File: config.mk
export PLATFORM = sky130hd
export DESIGN_NAME = gf2m_mul_arb_flat
export DESIGN_NICKNAME = d
export VERILOG_FILES = /design/src/rtl/gf2m_mul_arb_pkg.sv /design/src/rtl/gf2m_mul_arb_if.sv /design/src/rtl/gf2m_mul_arb_rr_pick.sv /design/src/rtl/gf2m_mul_arb.sv /design/src/flat_wrapper.sv
export SDC_FILE = /design/constraint.sdc
export NUM_CORES = 1
export LEC_CHECK = 0
export ABC_AREA = 1
export BUFFER_PORTS_ARGS = -buffer_cell sky130_fd_sc_hd__buf_2
export CAP_MARGIN = 30
export CORE_AREA = 2 2 391 393
export CTS_BUF_LIST = sky130_fd_sc_hd__clkbuf_16
export CTS_CLUSTER_DIAMETER = 120
export DETAILED_ROUTE_END_ITERATION = 7
export DIE_AREA = 0 0 393 395
export PLACE_DENSITY = 0.36
export REMOVE_ABC_BUFFERS = 1
export SLEW_MARGIN = 25
export SYNTH_ARGS = -nofsm -noshare
export SYNTH_HDL_FRONTEND = slang
export SYNTH_SLANG_ARGS = --single-unit
File: constraint.sdc
create_clock -name clk -period 11.7 [get_ports clk]
set_clock_uncertainty 0.05 [all_clocks]
set_input_delay 0.585 -clock clk [delete_from_list [all_inputs] [get_ports clk]]
set_output_delay 0.585 -clock clk [all_outputs]
set_load 0.02 [all_outputs]
File: src/rtl/gf2m_mul_arb_pkg.sv
// Shared types for the gf2m_mul arbiter: FSM state encoding and a width helper.
package gf2m_mul_arb_pkg;

  typedef enum logic [1:0] {
    ARB_IDLE  = 2'd0,
    ARB_ISSUE = 2'd1,
    ARB_WAIT  = 2'd2
  } arb_state_e;

  // Bits needed to hold values 0..v-1, never less than one.
  function automatic int clog2(input int v);
    int r;
    r = 1;
    for (int i = 1; i < 31; i++) begin
      if ((1 << i) < v) r = i + 1;
    end
    return r;
  endfunction

endpackage

File: src/rtl/gf2m_mul_arb_if.sv
// Requester-side bus of the gf2m_mul arbiter: request levels, packed operands, grant and response.
interface gf2m_mul_arb_if #(
  parameter int NREQ = 4,
  parameter int M    = 83
);
  logic [NREQ-1:0]   req;
  logic [NREQ*M-1:0] req_op_a;
  logic [NREQ*M-1:0] req_op_b;
  logic [NREQ-1:0]   gnt;
  logic [NREQ-1:0]   rsp_valid;
  logic [M-1:0]      rsp_data;
  logic              rsp_err;

  modport master (
    output req, req_op_a, req_op_b,
    input  gnt, rsp_valid, rsp_data, rsp_err
  );

  modport slave (
    input  req, req_op_a, req_op_b,
    output gnt, rsp_valid, rsp_data, rsp_err
  );
endinterface

File: src/rtl/gf2m_mul_arb_rr_pick.sv
// Combinational round-robin pick: first set req bit after ptr_i, wrapping modulo NREQ.
module gf2m_rr_pick #(
  parameter int NREQ = 4,
  parameter int IW   = 2
) (
  input  logic [NREQ-1:0] req_i,
  input  logic [IW-1:0]   ptr_i,
  output logic [NREQ-1:0] gnt_o,
  output logic [IW-1:0]   idx_o
);
  logic [IW-1:0] cand;

  always_comb begin
    gnt_o = '0;
    idx_o = '0;
    cand  = '0;
    // Walk from the farthest slot back toward ptr+1 so the nearest requester overwrites.
    for (int k = NREQ; k >= 1; k--) begin
      cand = IW'((int'(ptr_i) + k) % NREQ);
      if (req_i[cand]) begin
        gnt_o       = '0;
        gnt_o[cand] = 1'b1;
        idx_o       = cand;
      end
    end
  end
endmodule

File: src/rtl/gf2m_mul_arb.sv
// Round-robin share of one gf2m_mul: gnt one cycle after req, response one cycle after mul_done.
// Requesters hold req until gnt; define GF2M_ARB_TIMEOUT_EN to bound WAIT at TMO cycles.
module gf2m_mul_arb
  import gf2m_mul_arb_pkg::*;
#(
  parameter int NREQ  = 4,
  parameter int M     = 83,
  parameter int DELAY = 7,
  parameter int TMO   = 4 * DELAY
) (
  input  logic          clk,
  input  logic          rst,
  gf2m_mul_arb_if.slave bus,
  output logic          busy,
  output logic          mul_start,
  output logic [M-1:0]  mul_op_a,
  output logic [M-1:0]  mul_op_b,
  input  logic          mul_done,
  input  logic [M-1:0]  mul_op_c
);
  localparam int IW = clog2(NREQ);

  if (NREQ < 2 || NREQ > 8 || TMO < 1) begin : g_param_chk
    $error("gf2m_mul_arb: NREQ must be 2..8 and TMO positive");
  end

  arb_state_e      state_q, state_d;
  logic [IW-1:0]   ptr_q, ptr_d, owner_q, owner_d;
  logic [NREQ-1:0] gnt_q, gnt_d, rsp_valid_q, rsp_valid_d;
  logic [M-1:0]    rsp_data_q, rsp_data_d, op_a_q, op_a_d, op_b_q, op_b_d;
  logic            start_q, start_d, busy_q, busy_d;
  logic [NREQ-1:0] pick_gnt;
  logic [IW-1:0]   pick_idx;
  logic [M-1:0]    sel_a, sel_b;

`ifdef GF2M_ARB_TIMEOUT_EN
  localparam int CW = clog2(TMO + 1);
  logic [CW-1:0] cnt_q, cnt_d;
  logic          rsp_err_q, rsp_err_d;
  assign bus.rsp_err = rsp_err_q;
`else
  assign bus.rsp_err = 1'b0;
`endif

  gf2m_rr_pick #(.NREQ(NREQ), .IW(IW)) u_pick (
    .req_i (bus.req),
    .ptr_i (ptr_q),
    .gnt_o (pick_gnt),
    .idx_o (pick_idx)
  );

  always_comb begin
    sel_a = '0;
    sel_b = '0;
    for (int i = 0; i < NREQ; i++) begin
      if (pick_idx == IW'(i)) begin
        sel_a = bus.req_op_a[i*M +: M];
        sel_b = bus.req_op_b[i*M +: M];
      end
    end
  end

  always_comb begin
    state_d     = state_q;
    ptr_d       = ptr_q;
    owner_d     = owner_q;
    gnt_d       = '0;
    rsp_valid_d = '0;
    rsp_data_d  = rsp_data_q;
    start_d     = 1'b0;
    op_a_d      = op_a_q;
    op_b_d      = op_b_q;
`ifdef GF2M_ARB_TIMEOUT_EN
    cnt_d       = cnt_q;
    rsp_err_d   = rsp_err_q;
`endif
    case (state_q)
      ARB_IDLE: begin
        if (|bus.req) begin
          owner_d = pick_idx;
          op_a_d  = sel_a;
          op_b_d  = sel_b;
          gnt_d   = pick_gnt;
          start_d = 1'b1;
          state_d = ARB_ISSUE;
        end
      end
      // mul_done is not looked at here: it may still be held high from the previous product.
      ARB_ISSUE: begin
        state_d = ARB_WAIT;
`ifdef GF2M_ARB_TIMEOUT_EN
        cnt_d   = '0;
`endif
      end
      ARB_WAIT: begin
        if (mul_done) begin
          rsp_data_d           = mul_op_c;
          rsp_valid_d[owner_q] = 1'b1;
          ptr_d                = owner_q;
          state_d              = ARB_IDLE;
`ifdef GF2M_ARB_TIMEOUT_EN
          rsp_err_d            = 1'b0;
`endif
        end
`ifdef GF2M_ARB_TIMEOUT_EN
        else if (cnt_q == CW'(TMO - 1)) begin
          rsp_data_d           = '0;
          rsp_valid_d[owner_q] = 1'b1;
          rsp_err_d            = 1'b1;
          ptr_d                = owner_q;
          state_d              = ARB_IDLE;
        end else begin
          cnt_d = cnt_q + 1'b1;
        end
`endif
      end
      default: state_d = ARB_IDLE;
    endcase
    busy_d = (state_d != ARB_IDLE);
  end

  always_ff @(posedge clk or posedge rst) begin
    if (rst) begin
      state_q     <= ARB_IDLE;
      ptr_q       <= IW'(NREQ - 1);
      owner_q     <= '0;
      gnt_q       <= '0;
      rsp_valid_q <= '0;
      rsp_data_q  <= '0;
      start_q     <= 1'b0;
      op_a_q      <= '0;
      op_b_q      <= '0;
      busy_q      <= 1'b0;
`ifdef GF2M_ARB_TIMEOUT_EN
      cnt_q       <= '0;
      rsp_err_q   <= 1'b0;
`endif
    end else begin
      state_q     <= state_d;
      ptr_q       <= ptr_d;
      owner_q     <= owner_d;
      gnt_q       <= gnt_d;
      rsp_valid_q <= rsp_valid_d;
      rsp_data_q  <= rsp_data_d;
      start_q     <= start_d;
      op_a_q      <= op_a_d;
      op_b_q      <= op_b_d;
      busy_q      <= busy_d;
`ifdef GF2M_ARB_TIMEOUT_EN
      cnt_q       <= cnt_d;
      rsp_err_q   <= rsp_err_d;
`endif
    end
  end

  assign bus.gnt       = gnt_q;
  assign bus.rsp_valid = rsp_valid_q;
  assign bus.rsp_data  = rsp_data_q;
  assign busy          = busy_q;
  assign mul_start     = start_q;
  assign mul_op_a      = op_a_q;
  assign mul_op_b      = op_b_q;
endmodule

File: src/flat_wrapper.sv
// flat-port wrapper written by rule: the top's interface ports become plain ports
module gf2m_mul_arb_flat import gf2m_mul_arb_pkg::*;
#(
  parameter int NREQ  = 4,
  parameter int M     = 83,
  parameter int DELAY = 7,
  parameter int TMO   = 4 * DELAY
)
  (clk, rst, busy, mul_start, mul_op_a, mul_op_b, mul_done, mul_op_c, bus_req, bus_req_op_a, bus_req_op_b, bus_gnt, bus_rsp_valid, bus_rsp_data, bus_rsp_err);
  gf2m_mul_arb_if #(.NREQ(NREQ), .M(M)) bus_i ();
  input  logic clk;
  input  logic rst;
  output logic busy;
  output logic mul_start;
  output logic [M-1:0] mul_op_a;
  output logic [M-1:0] mul_op_b;
  input  logic mul_done;
  input  logic [M-1:0] mul_op_c;
  input wire logic [$bits(bus_i.req)-1:0] bus_req;
  input wire logic [$bits(bus_i.req_op_a)-1:0] bus_req_op_a;
  input wire logic [$bits(bus_i.req_op_b)-1:0] bus_req_op_b;
  output wire logic [$bits(bus_i.gnt)-1:0] bus_gnt;
  output wire logic [$bits(bus_i.rsp_valid)-1:0] bus_rsp_valid;
  output wire logic [$bits(bus_i.rsp_data)-1:0] bus_rsp_data;
  output wire logic [$bits(bus_i.rsp_err)-1:0] bus_rsp_err;
  assign bus_i.req = bus_req;
  assign bus_i.req_op_a = bus_req_op_a;
  assign bus_i.req_op_b = bus_req_op_b;
  assign bus_gnt = bus_i.gnt;
  assign bus_rsp_valid = bus_i.rsp_valid;
  assign bus_rsp_data = bus_i.rsp_data;
  assign bus_rsp_err = bus_i.rsp_err;
  gf2m_mul_arb #(.NREQ(NREQ), .M(M), .DELAY(DELAY), .TMO(TMO)) u_core (.clk(clk), .rst(rst), .bus(bus_i), .busy(busy), .mul_start(mul_start), .mul_op_a(mul_op_a), .mul_op_b(mul_op_b), .mul_done(mul_done), .mul_op_c(mul_op_c));
endmodule
# Yosys cells after proc, flatten, opt, wreduce, memory -nomap -nowiden
# Cells that the tools add are included.
dict set report totals {
  regBits 265
  latchBits 0
  mem_bits_rw 0
  romBits 0
  input_bits 754
  output_inout_bits 260
  wordCells 83
  memories 0
}
dict set report classes {
  n_addsub 4
  multipliers 0
  div 0
  magnitude_cmp 10
  eq_ne 5
  n_shift 0
  mux 43
  bitwise_logic 0
  reduce_logical 11
}
# op n
set ops {}
lappend ops {{$mux 83} 8}
lappend ops {{$mux 4} 8}
lappend ops {{$lt 2x3->1 const B} 5}
lappend ops {{$mux 2} 6}
lappend ops {{$mux 1} 11}
lappend ops {{$demux 1 s2} 5}
lappend ops {{$ge 2x1->1 const B} 5}
lappend ops {{$bmux 1 s2} 4}
lappend ops {{$eq 2x2->1 const B} 3}
lappend ops {{$pmux 2 s3} 1}
lappend ops {{$logic_and 1x1->1} 5}
lappend ops {{$add 2x1->2 const B} 2}
lappend ops {{$add 2x2->2 const B} 2}
lappend ops {{$eq 2x1->1 const B} 2}
lappend ops {{$logic_not 2->1} 2}
lappend ops {{$reduce_and 2->1} 2}
lappend ops {{$reduce_or 4->1} 1}
lappend ops {{$reduce_bool 2->1} 1}

# Depth between registers and ports, before layout
# Gate-level depths: netlist (run 1).
dict set report logic_depth {
  word_depth 12
  mapped_depth 17
  depth_no_buf 15
}

# By module
# A second synthesis (run 1) with hierarchy kept.
dict set report hier_totals {
  cells_unflattened 2302
  hier_area_um2 15324.7
}
# module n_inst cells_each area_each_um2
set modules_own_cells {}
lappend modules_own_cells {gf2m_mul_arb 1 2216 14888.0}
lappend modules_own_cells {gf2m_rr_pick 1 86 436.7}

# Least setup slack after synthesis (run 1)
# OpenSTA, ideal clock, no wires.
dict set report synth_path {
  path_kind {reg-to-reg}
  startpoint {register u_core.ptr_q[0]}
  endpoint {register u_core.op_a_q[34] (netlist: u_core.mul_op_a[34])}
  setup_time_ns 0.116
  arrival_time_ns 2.339
  required_time_ns 11.534
  setup_slack_ns 9.195
  stages_incl_launch_ff 17
  path_buffers 2
  period_less_slack_ns 2.505
  path_cell_list {dfstp_2 inv_2 ha_1 inv_1 nand3_1 nand2_2 inv_2 nand2_2 nand2_1 nand2_2 nand2_4 buf_4 clkbuf_1 o21ai_0 nand3_1 nand2_1 nand2_1}
}
dict set report synth_via {
  elab_chain_cells 12
}
# item line_no
set synth_rtl {}
lappend synth_rtl {{start, declared} gf2m_mul_arb.sv:28} ;# logic [IW-1:0] ptr_q, ptr_d, owner_q, owner_d;
lappend synth_rtl {{start signal, assigned} gf2m_mul_arb.sv:125} ;# ptr_q <= IW'(NREQ - 1);
lappend synth_rtl {{start signal, assigned} gf2m_mul_arb.sv:140} ;# ptr_q <= ptr_d;
lappend synth_rtl {{$add 2x1->2} gf2m_mul_arb_rr_pick.sv:19} ;# cand = IW'((int'(ptr_i) + k) % NREQ);
lappend synth_rtl {{$bmux 1 s2} gf2m_mul_arb_rr_pick.sv:20} ;# if (req_i[cand]) begin
lappend synth_rtl {{$mux 1 (not written as such)} gf2m_mul_arb_rr_pick.sv:20}
lappend synth_rtl {{$mux 2 (3 in series)} gf2m_mul_arb_rr_pick.sv:20}
lappend synth_rtl {{$mux 2 *} gf2m_mul_arb_rr_pick.sv:20}
lappend synth_rtl {{$logic_not 2->1} gf2m_mul_arb.sv:56} ;# if (pick_idx == IW'(i)) begin
lappend synth_rtl {{$mux 83 (3 in series)} gf2m_mul_arb.sv:56}
lappend synth_rtl {{$mux 83 *} gf2m_mul_arb.sv:56}
lappend synth_rtl {{end signal, assigned} gf2m_mul_arb.sv:146} ;# op_a_q <= op_a_d;
lappend synth_rtl {{end, declared} gf2m_mul_arb.sv:30} ;# logic [M-1:0] rsp_data_q, rsp_data_d, op_a_q, op_a_d, op_b_q, op_b_d;
# Mark *: on every way between the ends. The rest lies on a longest branch, timed or not. The select of a mux whose other input is x is not followed.
# A chain may end at the register's enable or synchronous reset.

# Worst setup path after layout (run 1)
dict set report layout_path {
  startpoint {register u_core.ptr_q[0]}
  endpoint {register u_core.op_a_q[79] (netlist: u_core.mul_op_a[79])}
}
# Same word-level chain as after synthesis.

==> impl_metrics.toml, run 1 <==
[outcome]
status = "finished clean"

[setup_path]
reg2reg_to = "u_core.mul_op_a[79]"
crit_cells = 15
cp-endpoint = "u_core.mul_op_a[79]"
worst_ep_arrival_time_ns = 5.46
critPathLaunchType = "flop"
path_common_cell = "nand2_1"
worstPathCellList = "inv_2, ha_1, nand3_1, nand2_2, inv_2, nand2_1, nand2_4, nand2_8, nor2_4, buf_4, buf_4, nand2_1, nand3_1, nand2_1, nand2_1"
critical_path.top_delay_family = "simple AND/OR/NAND/NOR gates"
critPathRequiredTime_ns = 12.18
critical_path_buf_inv_count = 4
end_kind = "flop"
worst-r2r-cell-count = 15
path_class = "reg2reg"
max_stage_delay_ns = 0.72
rrSetupSlack_ns = 6.71
cpMaxStageDelayCell = "buf_4"
worstSetupStartpoint = "u_core.ptr_q[0]"
r2r-start = "u_core.ptr_q[0]"
path_max_fanout = 75

[logic_synthesis]
ys_async_sr_fraction_pct = 100
synth_top_cell_by_area = "dfrtp_1"
synthSimpleGateAreaFrac_pct = 37.7
ys.flop_type = "dfrtp_1"
syn_avg_cell_area_um2 = 6.57
synthCells = 2448
synthTopCellsByCount = "nand2_1, nand3_1, inv_1, dfrtp_1, o21ai_0"
synth_compound_area_share_pct = 8.93
yosysMostFrequentCell = "nand2_1"
synth_fa_ha_area_share_pct = 0.622
yosysTopAreaCellShare_pct = 40.9
synth_cell_type_count = 27
synth.cell_area_mm2 = 0.0161
ys_ff_latch = 265
synth_xor_area_share_pct = 0
synth_seq_area_share_pct = 41.2
yosys_warnings = 0
synth_top_family_by_area = "simple AND/OR/NAND/NOR gates"
synth-edff-count = 0
muxShareOfSynthArea_pct = 0
synth_area_leaders = "dfrtp_1, nand2_1, nand3_1"

[cts]
cts_sinks = 265
cts_tree = "yes"
cts_inserted_buffers = 40
clockBufferDepth = 3
cts_resized = 0
clk_latency_ns = 0.59
cts_root_buf = "clkbuf_16"
cts-hold-fix-buffers = 0
cts_setup_buffers = 0
htreeDepth = 2
clk_pin_slew_ns = 0.06

[floorplanning]
die_w_um = 393
rows = 143
start_util_pct = 10.6
core_area_mm2 = 0.151
dieHeight_um = 395
ios = 1014
die-area_mm2 = 0.155

[timing]
setup_viol = 0
min_period_over_period_pct = 42.6
slew_headroom_pct = 32.6
fin_crit_ns = 4.99
hold_ws_ns = 0.0612
rsz0062_at_grt = "no"
hold_violations = 0
tightest_slew_ns = 1.01
fin_tns_setup_ns = 0
max_freq_mhz = 201
drv_slew = 0

[finish]
fin_nets = 4113
area.sequential_mm2 = 0.00663
final_area_mm2 = 0.0244
multi_input_comb_area_mm2 = 0.00766
drive_above_1_share_pct = 33.0
area_growth_pct = 52.0
finalNonFillerCells = 5423
fill_cells = 17700

[power_and_ir_drop]
peakVddDrop_uv = 198
power_density_mw_per_mm2 = 379
leakagePower_nw = 13.8

[detailed_routing]
drt_iter0_drc = 1218
routed-wl-met2_um = 54100
dr_total_vias = 20000
wl_per_cell_um = 20.9
drc = 0
ant_nets = 0
routed-wl-met3_um = 9600
firstDrtPassIters = 5
highest_layer = "met5"
avgViaCountPerCell = 3.69
wirelength_met1_um = 44700
wl_um = 114000

[placement]
dp_cells = 5339
io_buffer_count = 1012
hpwlAfterDp_um = 87800
gp_congestion = 0.898
dpl_cell_area_mm2 = 0.0232

[grt]
antenna_found_initial = 57
grt_pass1_vias = 19900
grt_use_total_pct = 13.9
grt_max_degree = 101
overflow = 0
grt_pass1_wl_um = 152000

[worst_hold_path]
min_path_type = "in2async"

[run]
drv_cap = 0
[through the flow]
step / worst slack [ns] / total power, mW / util [%]
6_report: 6.71 / 9.27 / 16.2
5_1_grt: 6.29 / 10.1 / 16.2
4_1_cts: 6.63 / 9.52 / 16.1
3_5_place_dp: 6.66 / 8.27 / 15.3
3_3_place_gp: 6.28 / 8.25 / 15.3
2_1_floorplan: 3.11 / 5.45 / -
[report_power, final]
| part | internal, mW | switching (mW) | total, mW |
|---|---|---|---|
| Sequential | 1.39 | 0.261 | 1.65 |
| Clock | 0.664 | 0.512 | 1.18 |
| Combinational | 1.68 | 4.77 | 6.45 |
[state kept, by name (all words and copies together), names as in the netlist]
name and cells:
u_core.bus.rsp_data 83, u_core.bus.rsp_valid 4, u_core.mul_op_a 83, u_core.busy 1
u_core.mul_op_b 83, u_core.mul_start 1, u_core.bus.gnt 4, u_core.owner_q 2
u_core.ptr_q 2, u_core.state_q 2
[logic make-up after synthesis]
family                   Yosys count
flip-flops                       265
AND/OR/NAND/NOR                 1439
adder cells (fa/ha/maj)            8
other                              1
buffers and inverters            451
AO/OA/AOI/OAI                    284
[worst min-delay path by stage]
stage / end / slack [ns] / start / cells past startpoint
after floorplan: u_core.bus.rsp_valid[2] / 0.40 / u_core.owner_q[0] / 1
after global placement: u_core.bus.rsp_data[31] / 0.41 / u_core.bus.rsp_data[31] / 2
after detailed placement: u_core.mul_op_a[27] / 0.41 / u_core.mul_op_a[27] / 2
after CTS: u_core.bus.rsp_data[2] / 0.05 / mul_op_c[2] / 3
after global routing: u_core.bus.rsp_data[63] / 0.08 / mul_op_c[63] / 3
final: u_core.bus.rsp_data[47] / 0.06 / rst / 2
[placed cells by master, fill, tap and decap left out, drive strengths merged, types with 2 or more instances in the layout]
cell	synthesis	routed
dfrtp	263	263
a21oi	6	6
nand4	88	88
dfstp	2	2
clkbuf	108	40
nor2	13	13
buf	70	1039
nand3	321	321
clkinv	1	18
o221ai	2	2
diode	0	16
a211oi	2	2
inv	272	281
bufinv	0	2
nand2	1015	1015
ha	8	8
o21ai	273	273
[worst register-to-register path, delay by kind of cell, from the launching register on]
| kind | cells | cell delay, ns |
|---|---|---|
| simple gates | 10 | 2.39 |
| buf+inv | 4 | 1.50 |
| flops | 1 | 0.63 |
| fa+ha+maj | 1 | 0.36 |
[layout make-up]
cell class,instances,area share [%]
Timing Repair Buffer,1039,21.7
Tap cell,2030,10.4
Clock inverter,28,0.865
Inverter,273,4.28
Sequential cell,265,27.1
Antenna cell,16,0.164
Multi-Input combinational cell,1732,31.3
Clock buffer,40,4.09
[per-layer routing]
metal  track usage (%)  vias to the layer above
li1                  -                     9607
met1              16.0                     9362
met2              23.6                      796
met3              4.29                      206
met4              5.89                       40
met5                 0                        -
(Power assumes the default switching activity.)
==> inputs of run 2 (changes only) <==
--- a/config.mk
+++ b/config.mk
@@ -8,11 +8,11 @@
 export ABC_AREA = 1
 export BUFFER_PORTS_ARGS = -buffer_cell sky130_fd_sc_hd__buf_2
 export CAP_MARGIN = 30
-export CORE_AREA = 2 2 391 393
+export CORE_AREA = 2 2 392 394
 export CTS_BUF_LIST = sky130_fd_sc_hd__clkbuf_16
 export CTS_CLUSTER_DIAMETER = 120
 export DETAILED_ROUTE_END_ITERATION = 7
-export DIE_AREA = 0 0 393 395
+export DIE_AREA = 0 0 394 396
 export PLACE_DENSITY = 0.36
 export REMOVE_ABC_BUFFERS = 1
 export SLEW_MARGIN = 25
==> constraint.sdc (replaced) <==
create_clock -name clk -period 4.71 [get_ports clk]
set_clock_uncertainty 0.05 [all_clocks]
set_input_delay 0.2355 -clock clk [delete_from_list [all_inputs] [get_ports clk]]
set_output_delay 0.2355 -clock clk [all_outputs]
set_load 0.02 [all_outputs]
==> run 2 against run 1 <==
  * Die area is 0.51% higher
  * Routed wire length is 1.2% higher
  * Core utilization is 3.1 points higher
  * Global-route usage is 0.27 points higher
  * Combinational power grew to 3.0 times the previous value
  * Fmax is 12% higher
  * Cell count is 8.5% higher
  * Final area is 20% higher
  * Clock power grew to 2.6 times the previous value
==> impl_metrics.toml, run 2 (same netlist as run 1, synthesis figures left out) <==
[cts]
clk_latency_ns = 0.60
cts_tree = "yes"
cts_sinks = 265
htreeDepth = 2
cts_inserted_buffers = 39
cts_root_buf = "clkbuf_16"
clk_pin_slew_ns = 0.06
clockBufferDepth = 3

[floorplanning]
rows = 143
dieHeight_um = 396
ios = 1014
start_util_pct = 10.6
die-area_mm2 = 0.156
core_area_mm2 = 0.152
die_w_um = 394

[finish]
area.sequential_mm2 = 0.00663
layout_commonest_cell = "buf_2"
fin_nets = 4572
final_cell_mix = "buf_2, nand2_1, dlygate4sd3_1"
drive_above_1_share_pct = 29.6
final_area_mm2 = 0.0293
multi_input_comb_area_mm2 = 0.00766
fill_cells = 17600
area_growth_pct = 81.9

[grt]
overflow = 0
grt_pass1_wl_um = 161000
antenna_found_initial = 39
grt_max_degree = 106
grt_use_total_pct = 14.2
grt_pass1_vias = 22200

[timing]
rsz0062_at_grt = "no"
hold_violations = 0
tightest_slew_ns = 0.830
setup_viol = 0
fin_tns_setup_ns = 0
fin_crit_ns = 4.47
min_period_over_period_pct = 94.8
max_freq_mhz = 224
slew_headroom_pct = 44.6
drv_slew = 0

[power_and_ir_drop]
p_total_mw = 26.2
seq_power_share_pct = 15.7
peakVddDrop_uv = 477
p_switching_mw = 14.0
power.share.combinational_pct = 72.8
switching_share_pct = 53.4
leakagePower_nw = 15.6
power_density_mw_per_mm2 = 897
p_clk_share_pct = 11.5
p_int_mw = 12.2

[setup_path]
worst_ep_arrival_time_ns = 4.96
path_max_fanout = 48
end_kind = "flop"
critPathRequiredTime_ns = 5.20
worstSetupStartpoint = "u_core.ptr_q[0]"
r2r-start = "u_core.ptr_q[0]"
path_class = "reg2reg"
critPathLaunchType = "flop"

[detailed_routing]
drc = 0
dr_total_vias = 22000
firstDrtPassIters = 7
avgViaCountPerCell = 3.74
wl_per_cell_um = 19.5
ant_nets = 0
drt_iter0_drc = 1403
wl_um = 115000

[worst_hold_path]
min_path_type = "in2reg"
hp-start = "bus_req_op_a[58]"

[placement]
hpwlAfterDp_um = 90200
io_buffer_count = 1012
gp_congestion = 0.942
dpl_cell_area_mm2 = 0.0235

[outcome]
status = "finished clean"

[run]
drv_cap = 0
[run 2: power groups by stage]
stage | Clock [mW] | Sequential, mW | Combinational (mW)
2_1_floorplan | 0 | 5.31 | 8.23
3_3_place_gp | 0 | 4.14 | 16.7
3_5_place_dp | 0 | 4.15 | 16.7
4_1_cts | 3.19 | 4.12 | 19.4
5_1_grt | 3.26 | 4.26 | 21.1
6_report | 3.03 | 4.12 | 19.1
[run 2: repair_timing]
action / CTS / global route
endpoints found under the hold margin: 341 / 0
hold buffers: 439 / 0
gates resized for setup: 0 / 2
endpoints found under the setup margin: 0 / 7
buffers inserted: 0 / 0
[run 2: final timing paths]
check	slack, ns	endpoint	depth (start not counted)
setup / recovery	0.24	u_core.mul_op_b[78]	17
hold / removal	0.07	u_core.mul_op_a[58]	7
setup reg to reg	0.24	u_core.mul_op_b[78]	17
hold reg to reg	0.42	u_core.bus.rsp_data[67]	2
max in group asynchronous	3.26	u_core.mul_op_a[21]	4
min in group asynchronous	0.26	u_core.bus.rsp_data[26]	3
[run 2: cell type report]
cell class / instances / share of cell area [%]
antenna: 15 / 0.128
clock buffer: 39 / 3.34
clock inverter: 31 / 0.996
inverter: 273 / 3.60
multi-input combinational: 1732 / 26.2
sequential: 265 / 22.7
tap: 2030 / 8.68
timing repair buffer: 1499 / 34.4
[run 2: per-layer routing]
layer	share of wire (%)	vias up	track usage, %
met5	0.13	-	0
li1	-	10500	-
met3	7.8	158	3.46
met4	3.0	24	4.46
met2	48	887	24.0
met1	41	10400	17.6
[run 2: through the flow]
step | setup WS [ns] | util (%) | std cells | hold WS [ns]
after global placement | 1.19 | 15.5 | 5359 | 0.382
after CTS | 0.186 | 19.3 | 5868 | 0.00360
final | 0.243 | 19.3 | 5884 | 0.0665
after floorplan | -3.81 | - | 2270 | 0.295
after detailed placement | 1.23 | 15.5 | 5359 | 0.385
after global routing | 0.0111 | 19.3 | 5876 | 0.0792
[run 2: critical path, stage by stage, from the launching register on]
cell and delay (ns):
dfstp_2 0.62, inv_2 0.14, ha_1 0.35, inv_1 0.10, nand3_1 0.12, nand2_1 0.08, inv_1 0.04, nand3_1 0.15
nand2_8 0.26, inv_12 0.32, buf_12 0.28, buf_4 0.26, nand3_1 0.10, nand3_1 0.11, dlygate4sd3_1 0.55, nand2_1 0.04
dlygate4sd3_1 0.55, nand2_1 0.06
==> inputs of run 3 (changes only) <==
--- a/config.mk
+++ b/config.mk
@@ -5,15 +5,14 @@
 export SDC_FILE = /design/constraint.sdc
 export NUM_CORES = 1
 export LEC_CHECK = 0
-export ABC_AREA = 1
 export BUFFER_PORTS_ARGS = -buffer_cell sky130_fd_sc_hd__buf_2
 export CAP_MARGIN = 30
-export CORE_AREA = 2 2 392 394
+export CORE_AREA = 2 2 394 396
 export CTS_BUF_LIST = sky130_fd_sc_hd__clkbuf_16
 export CTS_CLUSTER_DIAMETER = 120
 export DETAILED_ROUTE_END_ITERATION = 7
-export DIE_AREA = 0 0 394 396
-export PLACE_DENSITY = 0.36
+export DIE_AREA = 0 0 396 398
+export PLACE_DENSITY = 0.34
 export REMOVE_ABC_BUFFERS = 1
 export SLEW_MARGIN = 25
 export SYNTH_ARGS = -nofsm -noshare
==> run 3 against run 2 <==
  * Cell count down 13%
  * Register-to-register slack worse by 0.04 ns
  * Clock power up 2%
  * Die area up 1.0%
  * Synthesized cell count down 43%
  * Sequential power down 1%
  * Fmax down 0.81%
  * First-iteration DRC count down 42%
  * Critical path depth down 4
  * Largest power group unchanged
==> impl_metrics.toml, run 3 <==
[logic_synthesis]
yosysTopAreaCellShare_pct = 45.0
synthTopCellsByCount = "mux2i_1, nand2_1, dfrtp_1, nor2_1, a221oi_1"
synth.cell_area_mm2 = 0.0146
ys_async_sr_fraction_pct = 100
yosysMostFrequentCell = "mux2i_1"
synth_top_cell_by_area = "dfrtp_1"
synth_seq_area_share_pct = 45.3
yosys_warnings = 0
synth-edff-count = 0
syn_avg_cell_area_um2 = 10.5
synthCells = 1398
ys.flop_type = "dfrtp_1"
synth_area_leaders = "dfrtp_1, mux2i_1, nand2_1"
synth_cell_type_count = 43
ys_ff_latch = 265

[placement]
io_buffer_count = 1012
gp_congestion = 0.846
dp_cells = 4375
dpl_cell_area_mm2 = 0.0220
hpwlAfterDp_um = 84100

[cts]
clk_latency_ns = 0.62
cts_tree = "yes"
htreeDepth = 2
cts_inserted_buffers = 40
clockBufferDepth = 3
cts_sinks = 265
cts_root_buf = "clkbuf_16"
clk_pin_slew_ns = 0.06

[grt]
grt_max_degree = 95
grt_util_met1_pct = 16.0
antenna_found_initial = 81
top_usage_layer = "met2"
use_met2_pct = 22.0
use_met3_pct = 3.83
grt_pass1_wl_um = 146000
grt_pass1_vias = 19100
grt_use_total_pct = 13.1
overflow = 0

[setup_path]
worstPathCellList = "inv_2, ha_1, mux4_2, nor2b_4, o21ai_2, and2_4, buf_4, buf_12, buf_4, mux2i_1, dlygate4sd3_1, a221oi_2, dlygate4sd3_1"
path_max_fanout = 27
worst_ep_arrival_time_ns = 4.96
rrSetupSlack_ns = 0.21
max_stage_delay_ns = 0.70
end_kind = "flop"
worst-r2r-cell-count = 13
critPathLaunchType = "flop"
cpMaxStageDelayCell = "dfstp_2"
path_class = "reg2reg"
critPathRequiredTime_ns = 5.16

[detailed_routing]
wl_per_cell_um = 21.1
wl_um = 109000
avgViaCountPerCell = 3.52
drt_iter0_drc = 815
dr_total_vias = 18100
firstDrtPassIters = 5
ant_nets = 0
drc = 0

[finish]
final_cell_mix = "buf_2, dlygate4sd3_1, mux2i_1"
layout_commonest_cell = "buf_2"
final_area_mm2 = 0.0301
area_growth_pct = 106
finalNonFillerCells = 5142
fill_cells = 17100
drive_above_1_share_pct = 38.1
fin_nets = 3808

[floorplanning]
start_util_pct = 9.54
core_area_mm2 = 0.153
die-area_mm2 = 0.158
rows = 144
ios = 1014
die_w_um = 396
dieHeight_um = 398

[power_and_ir_drop]
peakVddDrop_uv = 436
power_density_mw_per_mm2 = 696
leakagePower_nw = 14.1

[timing]
min_period_over_period_pct = 95.6
fin_crit_ns = 4.50
drv_slew = 0
rsz0062_at_grt = "no"
max_freq_mhz = 222
tightest_slew_ns = 0.927
setup_viol = 0
hold_ws_ns = 0.0554
slew_headroom_pct = 37.7
hold_violations = 0

[worst_hold_path]
holdPathStages = 3
min_path_type = "in2reg"

[outcome]
status = "finished clean"

[run]
drv_cap = 0
==> run 3: changes by cell type after synthesis, moves of 37 or more <==
cell	before	now
inv_1	266	4
o21ai_1	107	2
a221oi_2	0	40
o21ai_0	166	6
nand4_1	88	0
mux2i_1	0	321
nor2_1	12	153
clkbuf_1	108	71
nand2_1	1006	288
a221oi_1	0	82
nand3_1	321	0
==> run 3: layer usage <==
layer	vias up	share of wire, %
met5	-	0.18
met4	30	3.6
met3	181	7.3
met2	757	47
met1	8731	42
li1	8394	-
==> run 3: final timing paths <==
kind,start,end
worst min-delay path,bus_req_op_a[43],u_core.mul_op_a[43]
min in group asynchronous,rst,u_core.mul_op_a[14]
worst min register to register,u_core.bus.rsp_data[33],u_core.bus.rsp_data[33]
worst max-delay path,u_core.ptr_q[0],u_core.mul_op_b[62]
max in group asynchronous,rst,u_core.mul_op_b[21]
worst max register to register,u_core.ptr_q[0],u_core.mul_op_b[62]
==> run 3: cells by family after synthesis <==
logic type	synth area share [%]
other cells	0.0256
compound gates	14.4
buf+inv	5.19
flops	45.3
mux	22.6
simple gates	11.8
fa+ha+maj	0.684
==> run 3: critical path: cells and delay by family, from the launching register on <==
family / cells / cell delay [ns]
mux: 2 / 0.62
flops: 1 / 0.70
buf+inv: 6 / 1.98
simple gates: 2 / 0.33
fa+ha+maj: 1 / 0.47
compound gates: 2 / 0.19
==> run 3: final cells by class <==
cell class / count / area [um2] / area share [%]
timing repair buffer: 1723 / 12300 / 40.7
multi-input combinational: 1010 / 7270 / 24.1
sequential: 265 / 6630 / 22.0
tap: 2044 / 2560 / 8.49
clock buffer: 40 / 1000 / 3.32
clock inverter: 34 / 300 / 0.997
antenna: 20 / 50.0 / 0.166
inverter: 6 / 35.0 / 0.116
==> run 3: what timing repair did <==
item,CTS,global route
hold buffers,664,0
setup buffers,0,9
endpoints found under the hold margin,328,0
endpoints found under the setup margin,0,25
resized for setup,0,1
==> run 3: report_power, final <==
| part | switching, mW | internal, mW |
|---|---|---|
| logic | 7.46 | 6.34 |
| clock network | 1.36 | 1.73 |
| registers | 0.643 | 3.43 |
| total | 9.46 | 11.5 |
==> run 3: stage by stage <==
| stage | util, % | TNS (ns) | setup slack, ns | power (mW) |
|---|---|---|---|---|
| after detailed placement | 14.4 | 0 | 0.863 | 15.4 |
| after global routing | 19.6 | 0 | 0.00732 | 22.3 |
| after CTS | 19.6 | 0 | 0.0429 | 21.2 |
| after global placement | 14.3 | 0 | 0.930 | 15.3 |
| after floorplan | - | -2296.50 | -9.43 | 9.50 |
| final | 19.6 | 0 | 0.206 | 21.0 |
